==> src/rtl/cv32e40s_instr_obi_arbiter.sv <==
// cv32e40s_instr_obi_arbiter
//
// Shares the instruction-side OBI transaction channel between two requesters.
// Requester 0 is the prefetcher and requester 1 is an auxiliary fetch source.
// Responses are routed back to the requester that issued the transaction.
// The number of accepted-but-unanswered transactions is capped. Responses to
// transactions killed by a flush are swallowed.
//
// Ports:
//   clk, rst_n      clock, asynchronous active-low reset
//   req_valid_i     per-requester request valid
//   req_ready_o     per-requester accept
//   req_i           per-requester request payload
//   resp_valid_o    per-requester response valid (one-hot or zero)
//   resp_o          shared response payload (resp_i passed through)
//   trans_valid_o   request valid towards the OBI adapter
//   trans_ready_i   OBI adapter ready
//   trans_o         selected request payload
//   resp_valid_i    response valid from the OBI adapter
//   resp_i          response payload from the OBI adapter
//   kill_i          flush: discard in-flight responses, block new requests
//   idle_o          no transactions outstanding

package cv32e40s_instr_obi_arbiter_pkg;

  typedef struct packed {
    logic [31:0] addr;
    logic [1:0]  memtype;
    logic [2:0]  prot;
    logic        dbg;
  } obi_inst_req_t;

  typedef struct packed {
    logic [31:0] rdata;
    logic [1:0]  err;
  } obi_inst_resp_t;

endpackage

module cv32e40s_instr_obi_arbiter
  import cv32e40s_instr_obi_arbiter_pkg::*;
#(
  parameter int unsigned MAX_OUTSTANDING = 2
) (
  input  logic                 clk,
  input  logic                 rst_n,
  input  logic [1:0]           req_valid_i,
  output logic [1:0]           req_ready_o,
  input  obi_inst_req_t [1:0]  req_i,
  output logic [1:0]           resp_valid_o,
  output obi_inst_resp_t       resp_o,
  output logic                 trans_valid_o,
  input  logic                 trans_ready_i,
  output obi_inst_req_t        trans_o,
  input  logic                 resp_valid_i,
  input  obi_inst_resp_t       resp_i,
  input  logic                 kill_i,
  output logic                 idle_o
);

  localparam int unsigned CW = $clog2(MAX_OUTSTANDING + 1);
  localparam int unsigned PW = (MAX_OUTSTANDING > 1) ? $clog2(MAX_OUTSTANDING) : 1;
  localparam logic [CW-1:0] CNT_MAX  = CW'(MAX_OUTSTANDING);
  localparam logic [PW-1:0] PTR_LAST = PW'(MAX_OUTSTANDING - 1);

  logic [CW-1:0] cnt_q;
  logic [PW-1:0] rptr_q;
  logic [PW-1:0] wptr_q;
  logic          prio_q;
  logic          lock_q;
  logic          lock_id_q;
  logic          fifo_id_q      [MAX_OUTSTANDING];
  logic          fifo_discard_q [MAX_OUTSTANDING];

  logic sel;
  logic can_issue;
  logic push;
  logic pop;
  logic stall;
  logic head_id;
  logic head_discard;

  function automatic logic [PW-1:0] ptr_inc(input logic [PW-1:0] p);
    return (p == PTR_LAST) ? '0 : p + PW'(1);
  endfunction

  // Requester selection: a stalled request stays locked so the payload seen
  // by the adapter never changes under it; otherwise a lone requester wins,
  // and round-robin priority settles contention.
  always_comb begin
    sel = prio_q;
    if (lock_q) begin
      sel = lock_id_q;
    end else if (req_valid_i == 2'b01) begin
      sel = 1'b0;
    end else if (req_valid_i == 2'b10) begin
      sel = 1'b1;
    end
  end

  // Request channel and response routing. The rst_n term keeps every valid
  // and ready low while reset is held. A pop at full does not free its slot
  // until the next cycle, so can_issue only looks at the registered count.
  always_comb begin
    can_issue     = rst_n && !kill_i && (cnt_q < CNT_MAX);
    trans_valid_o = can_issue && req_valid_i[sel];
    trans_o       = req_i[sel];
    req_ready_o   = 2'b00;
    req_ready_o[sel] = can_issue && trans_ready_i;

    push  = trans_valid_o && trans_ready_i;
    stall = trans_valid_o && !trans_ready_i && !kill_i;
    pop   = rst_n && resp_valid_i && (cnt_q != '0);

    head_id      = fifo_id_q[rptr_q];
    head_discard = fifo_discard_q[rptr_q];

    // A kill in the same cycle as a pop discards that response directly,
    // because the registered discard mark would only land after the pop.
    resp_valid_o = 2'b00;
    if (pop && !head_discard && !kill_i) begin
      resp_valid_o[head_id] = 1'b1;
    end

    resp_o = resp_i;
    idle_o = (cnt_q == '0);
  end

  // Outstanding counter and FIFO pointers.
  always_ff @(posedge clk or negedge rst_n) begin
    if (!rst_n) begin
      cnt_q  <= '0;
      rptr_q <= '0;
      wptr_q <= '0;
    end else begin
      case ({push, pop})
        2'b10:   cnt_q <= cnt_q + CW'(1);
        2'b01:   cnt_q <= cnt_q - CW'(1);
        default: cnt_q <= cnt_q;
      endcase
      if (push) wptr_q <= ptr_inc(wptr_q);
      if (pop)  rptr_q <= ptr_inc(rptr_q);
    end
  end

  // ID FIFO storage. A kill marks every entry as discard. Free slots get
  // marked too, which is harmless: a push always rewrites the discard bit,
  // and a push never happens in a kill cycle.
  always_ff @(posedge clk or negedge rst_n) begin
    if (!rst_n) begin
      for (int i = 0; i < MAX_OUTSTANDING; i++) begin
        fifo_id_q[i]      <= 1'b0;
        fifo_discard_q[i] <= 1'b0;
      end
    end else begin
      if (kill_i) begin
        for (int i = 0; i < MAX_OUTSTANDING; i++) begin
          fifo_discard_q[i] <= 1'b1;
        end
      end
      if (push) begin
        fifo_id_q[wptr_q]      <= sel;
        fifo_discard_q[wptr_q] <= 1'b0;
      end
    end
  end

  // Round-robin priority and stall lock.
  always_ff @(posedge clk or negedge rst_n) begin
    if (!rst_n) begin
      prio_q    <= 1'b0;
      lock_q    <= 1'b0;
      lock_id_q <= 1'b0;
    end else if (kill_i) begin
      lock_q <= 1'b0;
    end else if (push) begin
      prio_q <= ~sel;
      lock_q <= 1'b0;
    end else if (stall) begin
      lock_q    <= 1'b1;
      lock_id_q <= sel;
    end
  end

`ifndef SYNTHESIS
  // A waiting requester must hold valid and payload until its handshake,
  // unless a kill intervenes.
  for (genvar k = 0; k < 2; k++) begin : g_hold_chk
    assert property (@(posedge clk) disable iff (!rst_n)
      (rst_n && req_valid_i[k] && !req_ready_o[k] && !kill_i) |=>
        (kill_i || (req_valid_i[k] && $stable(req_i[k]))));
  end

  assert property (@(posedge clk) disable iff (!rst_n) cnt_q <= CNT_MAX);
`endif

endmodule

==> config.mk <==
export PLATFORM = sky130hd
export DESIGN_NAME = cv32e40s_instr_obi_arbiter
export DESIGN_NICKNAME = d
export VERILOG_FILES = /design/src/rtl/cv32e40s_instr_obi_arbiter.sv
export SDC_FILE = /design/constraint.sdc
export NUM_CORES = 1
export LEC_CHECK = 0
export ABC_CLOCK_PERIOD_IN_PS = 1800
export BUFFER_PORTS_ARGS = -buffer_cell sky130_fd_sc_hd__clkbuf_2
export CORE_AREA = 2 2 75 77
export DETAILED_ROUTE_END_ITERATION = 12
export DIE_AREA = 0 0 77 79
export GPL_TIMING_DRIVEN = 0
export PLACE_DENSITY = 0.78
export SYNTH_ARGS = -nofsm -noshare
export SYNTH_HDL_FRONTEND = slang
export SYNTH_SLANG_ARGS = --single-unit
export TNS_END_PERCENT = 50
==> constraint.sdc <==
create_clock -name clk -period 1.8 [get_ports clk]
set_input_delay 0 -clock clk [delete_from_list [all_inputs] [get_ports clk]]
set_output_delay 0 -clock clk [all_outputs]
set_load 0.02 [all_outputs]
==> flow_metrics.py <==
metrics = {
    "layout": {
        "layout_common_cells": "133 x clkbuf_2, 44 x buf_4, 31 x mux2_2, 18 x buf_2, 11 x dfrtp_1",
        "final_common_cell": "clkbuf_2",
        "nets": 420,
        "instances_no_fill": 373,
        "multiInputGateArea_um2": 782,
        "regArea_um2": 275,
        "fin_util_pct": 45.4,
        "syn_to_final_growth_pct": 79.7,
        "n_fill_cell": 535,
        "diodes": 0,
        "drive_gt1_share_pct": 84.7,
    },
    "timing": {
        "skew_ps": 4.05,
        "worstMarginPinSlew_ps": 685,
        "rsz0062_at_grt": "true",
        "finalSetupTns_ps": 0,
        "fin_crit_sh_pct": 98.5,
        "max_slew_margin_pct": 53.7,
        "min_period_ps": 1770,
        "finalMaxSlewViolations": 0,
        "final_hold_viol_count": 0,
        "timing.fmax_mhz": 564,
        "finalSetupViolCount": 0,
    },
    "setup_path": {
        "crit_fanout": 7,
        "crit_type": "register to output pin",
        "required_ps": 1800,
        "crit_path_end_kind": "output pin",
        "crit_arrival_ps": 1770,
        "cp-start-kind": "register",
        "crit-reg2reg-launch": "lock_q$_DFFE_PN0P_",
        "crit_start": "lock_q$_DFFE_PN0P_",
    },
    "synthesis": {
        "yosysSeqAreaShare_pct": 20.4,
        "ys_ff_latch": 11,
        "syn_nets": 248,
        "yosys_warnings": 0,
        "synth_cell_types": 32,
        "syn_avg_cell_area_um2": 10.4,
        "syn_area_um2": 1350,
        "syn_inst": 130,
    },
    "pwr": {
        "p_leak_nw": 1.35,
        "max-vdd-ir-drop_mv": 0.586,
        "total_power_mw": 2.12,
        "power_density_nw_per_um2": 874,
    },
    "routing": {
        "vias": 1555,
        "antenna_left": 0,
        "drt_iter0_drc": 15,
        "drc": 0,
        "routed_via_density": 4.17,
        "wl_per_cell_um": 12.5,
        "drt-total-wl_mm": 4.66,
        "dr.pass1.iters": 3,
    },
    "grt": {
        "grt_pass1_wl_mm": 6.29,
        "antenna_found_initial": 0,
        "grt_start_max_net_pins": 12,
        "grt-ovfl-total": 0,
        "grt_usage_pct": 12.7,
        "grt_pass1_vias": 1329,
    },
    "placed_design": {
        "dpl.hpwl_mm": 3.96,
        "place_congestion": 0.750,
        "io_buffer_count": 160,
        "dp_cells": 362,
    },
    "floorplanning": {
        "die-width_um": 77,
        "fp.dieH_um": 79,
        "fp.coreArea_um2": 5340,
        "die-area_um2": 6080,
        "fp-row-count": 27,
        "initial_utilization_pct": 25.3,
        "ios": 195,
    },
    "run_status": {
        "status": "finished clean",
    },
    "clock_network": {
        "clock_path_buffers": 2,
        "ctsRootBufferMaster": "clkbuf_8",
        "cts_made_buffers": 3,
        "cts_tree": "done",
        "htree_levels": 1,
        "insertion_delay_ps": 240,
        "cts_sinks": 11,
        "clk_pin_slew_ps": 50,
    },
    "min_path": {
        "holdCritPathClass": "primary input to register",
        "hp-start": "kill_i",
    },
    "run": {
        "cap_violations": 0,
    },
}
==> final cells by class <==
cell class | count | area share [%]
Buffer | 38 | 12.9
Clock buffer | 3 | 1.70
Clock inverter | 1 | 0.207
Inverter | 3 | 0.465
Multi-Input combinational cell | 78 | 32.3
Sequential cell | 11 | 11.4
Tap cell | 72 | 3.72
Timing Repair Buffer | 167 | 37.4
==> cell usage after synthesis, drive strengths merged <==
master  instances  share of area (%)
o21ai           2                1.6
o21bai          1                1.4
nor3b           2                1.9
o21a            1               0.56
inv             3               0.83
mux2i           1               0.74
nor4            1               0.46
nor2b           1               0.46
and2            1               0.46
ha              1               0.93
buf            38                 22
or3b            1               0.65
dfrtp          11                 20
a21oi           2                1.0
o211ai          2                1.5
a211oi          1               0.56
mux2           42                 36
nor4b           1               0.65
nor4bb          1               0.74
xnor2           4                2.6
nand2           4                1.1
nor2            6                1.7
nand3           1               0.74
xor2            1               0.65
a21boi          1               0.56
==> cell families after synthesis <==
family                   after synthesis  synth area share (%)
buffers and inverters                 41                  23.1
AO/OA/AOI/OAI                         10                  7.14
adder cells (fa/ha/maj)                1                 0.927
multiplexers                          43                  36.4
AND/OR/NAND/NOR                       19                  8.81
XOR/XNOR                               5                  3.25
flip-flops                            11                  20.4
==> power breakdown <==
group | switching, mW | internal, mW
clock network | 0.0978 | 0.152
registers | 0.102 | 0.343
logic | 0.684 | 0.739
total | 0.884 | 1.23
==> sequential cells by signal (all words and copies together) (netlist names) <==
register and count:
fifo_discard_q 2, lock_id_q 1, rptr_q 1, prio_q 1
wptr_q 1, lock_q 1, cnt_q 2, fifo_id_q 2
==> metrics by stage <==
step | instance area (um2) | setup slack (ps) | hold WS, ps
floorplan | 1350 | 137 | -296
global placement | 2240 | 125 | -99.7
detailed placement | 2240 | 84.4 | -95.2
CTS | 2300 | -0.869 | 33.6
global route | 2420 | -31.1 | 47.3
finish | 2420 | 26.7 | 41.2
==> layer usage <==
| layer | wire length, um | vias up | global-route usage (%) |
|---|---|---|---|
| met3 | 341 | 4 | 1.93 |
| met2 | 2400 | 79 | 22.5 |
| met5 | 0 | - | 0 |
| met1 | 1900 | 711 | 16.1 |
| met4 | 21 | 0 | 3.75 |
| li1 | - | 761 | - |
==> worst max-delay path, stage by stage, from the launching register on <==
cell and delay, ps:
dfrtp_1 410, o21bai_4 190, o21ai_4 160, buf_12 140, buf_4 130, mux2_2 330
clkbuf_2 170
==> worst paths after layout <==
kind	to	slack [ps]	cells past startpoint
min in group asynchronous	wptr_q$_DFFE_PN0N_	300	2
max in group asynchronous	lock_q$_DFFE_PN0P_	1160	2
setup reg to reg	cnt_q[1]$_DFFE_PN0P_	120	7
setup / recovery	trans_o[11]	30	6
hold reg to reg	fifo_discard_q[0]$_DFF_PN0_	480	1
hold / removal	lock_q$_DFFE_PN0P_	40	2
==> what timing repair did <==
| action | in CTS | in global routing |
|---|---|---|
| resized for setup | 0 | 53 |
| hold endpoints to repair | 11 | 0 |
| setup buffers | 1 | 3 |
| hold buffers | 1 | 0 |
| gates cloned | 0 | 2 |
| setup endpoints to repair | 34 | 39 |
| pin swaps | 1 | 1 |
Power figures use the tool's default switching activity.
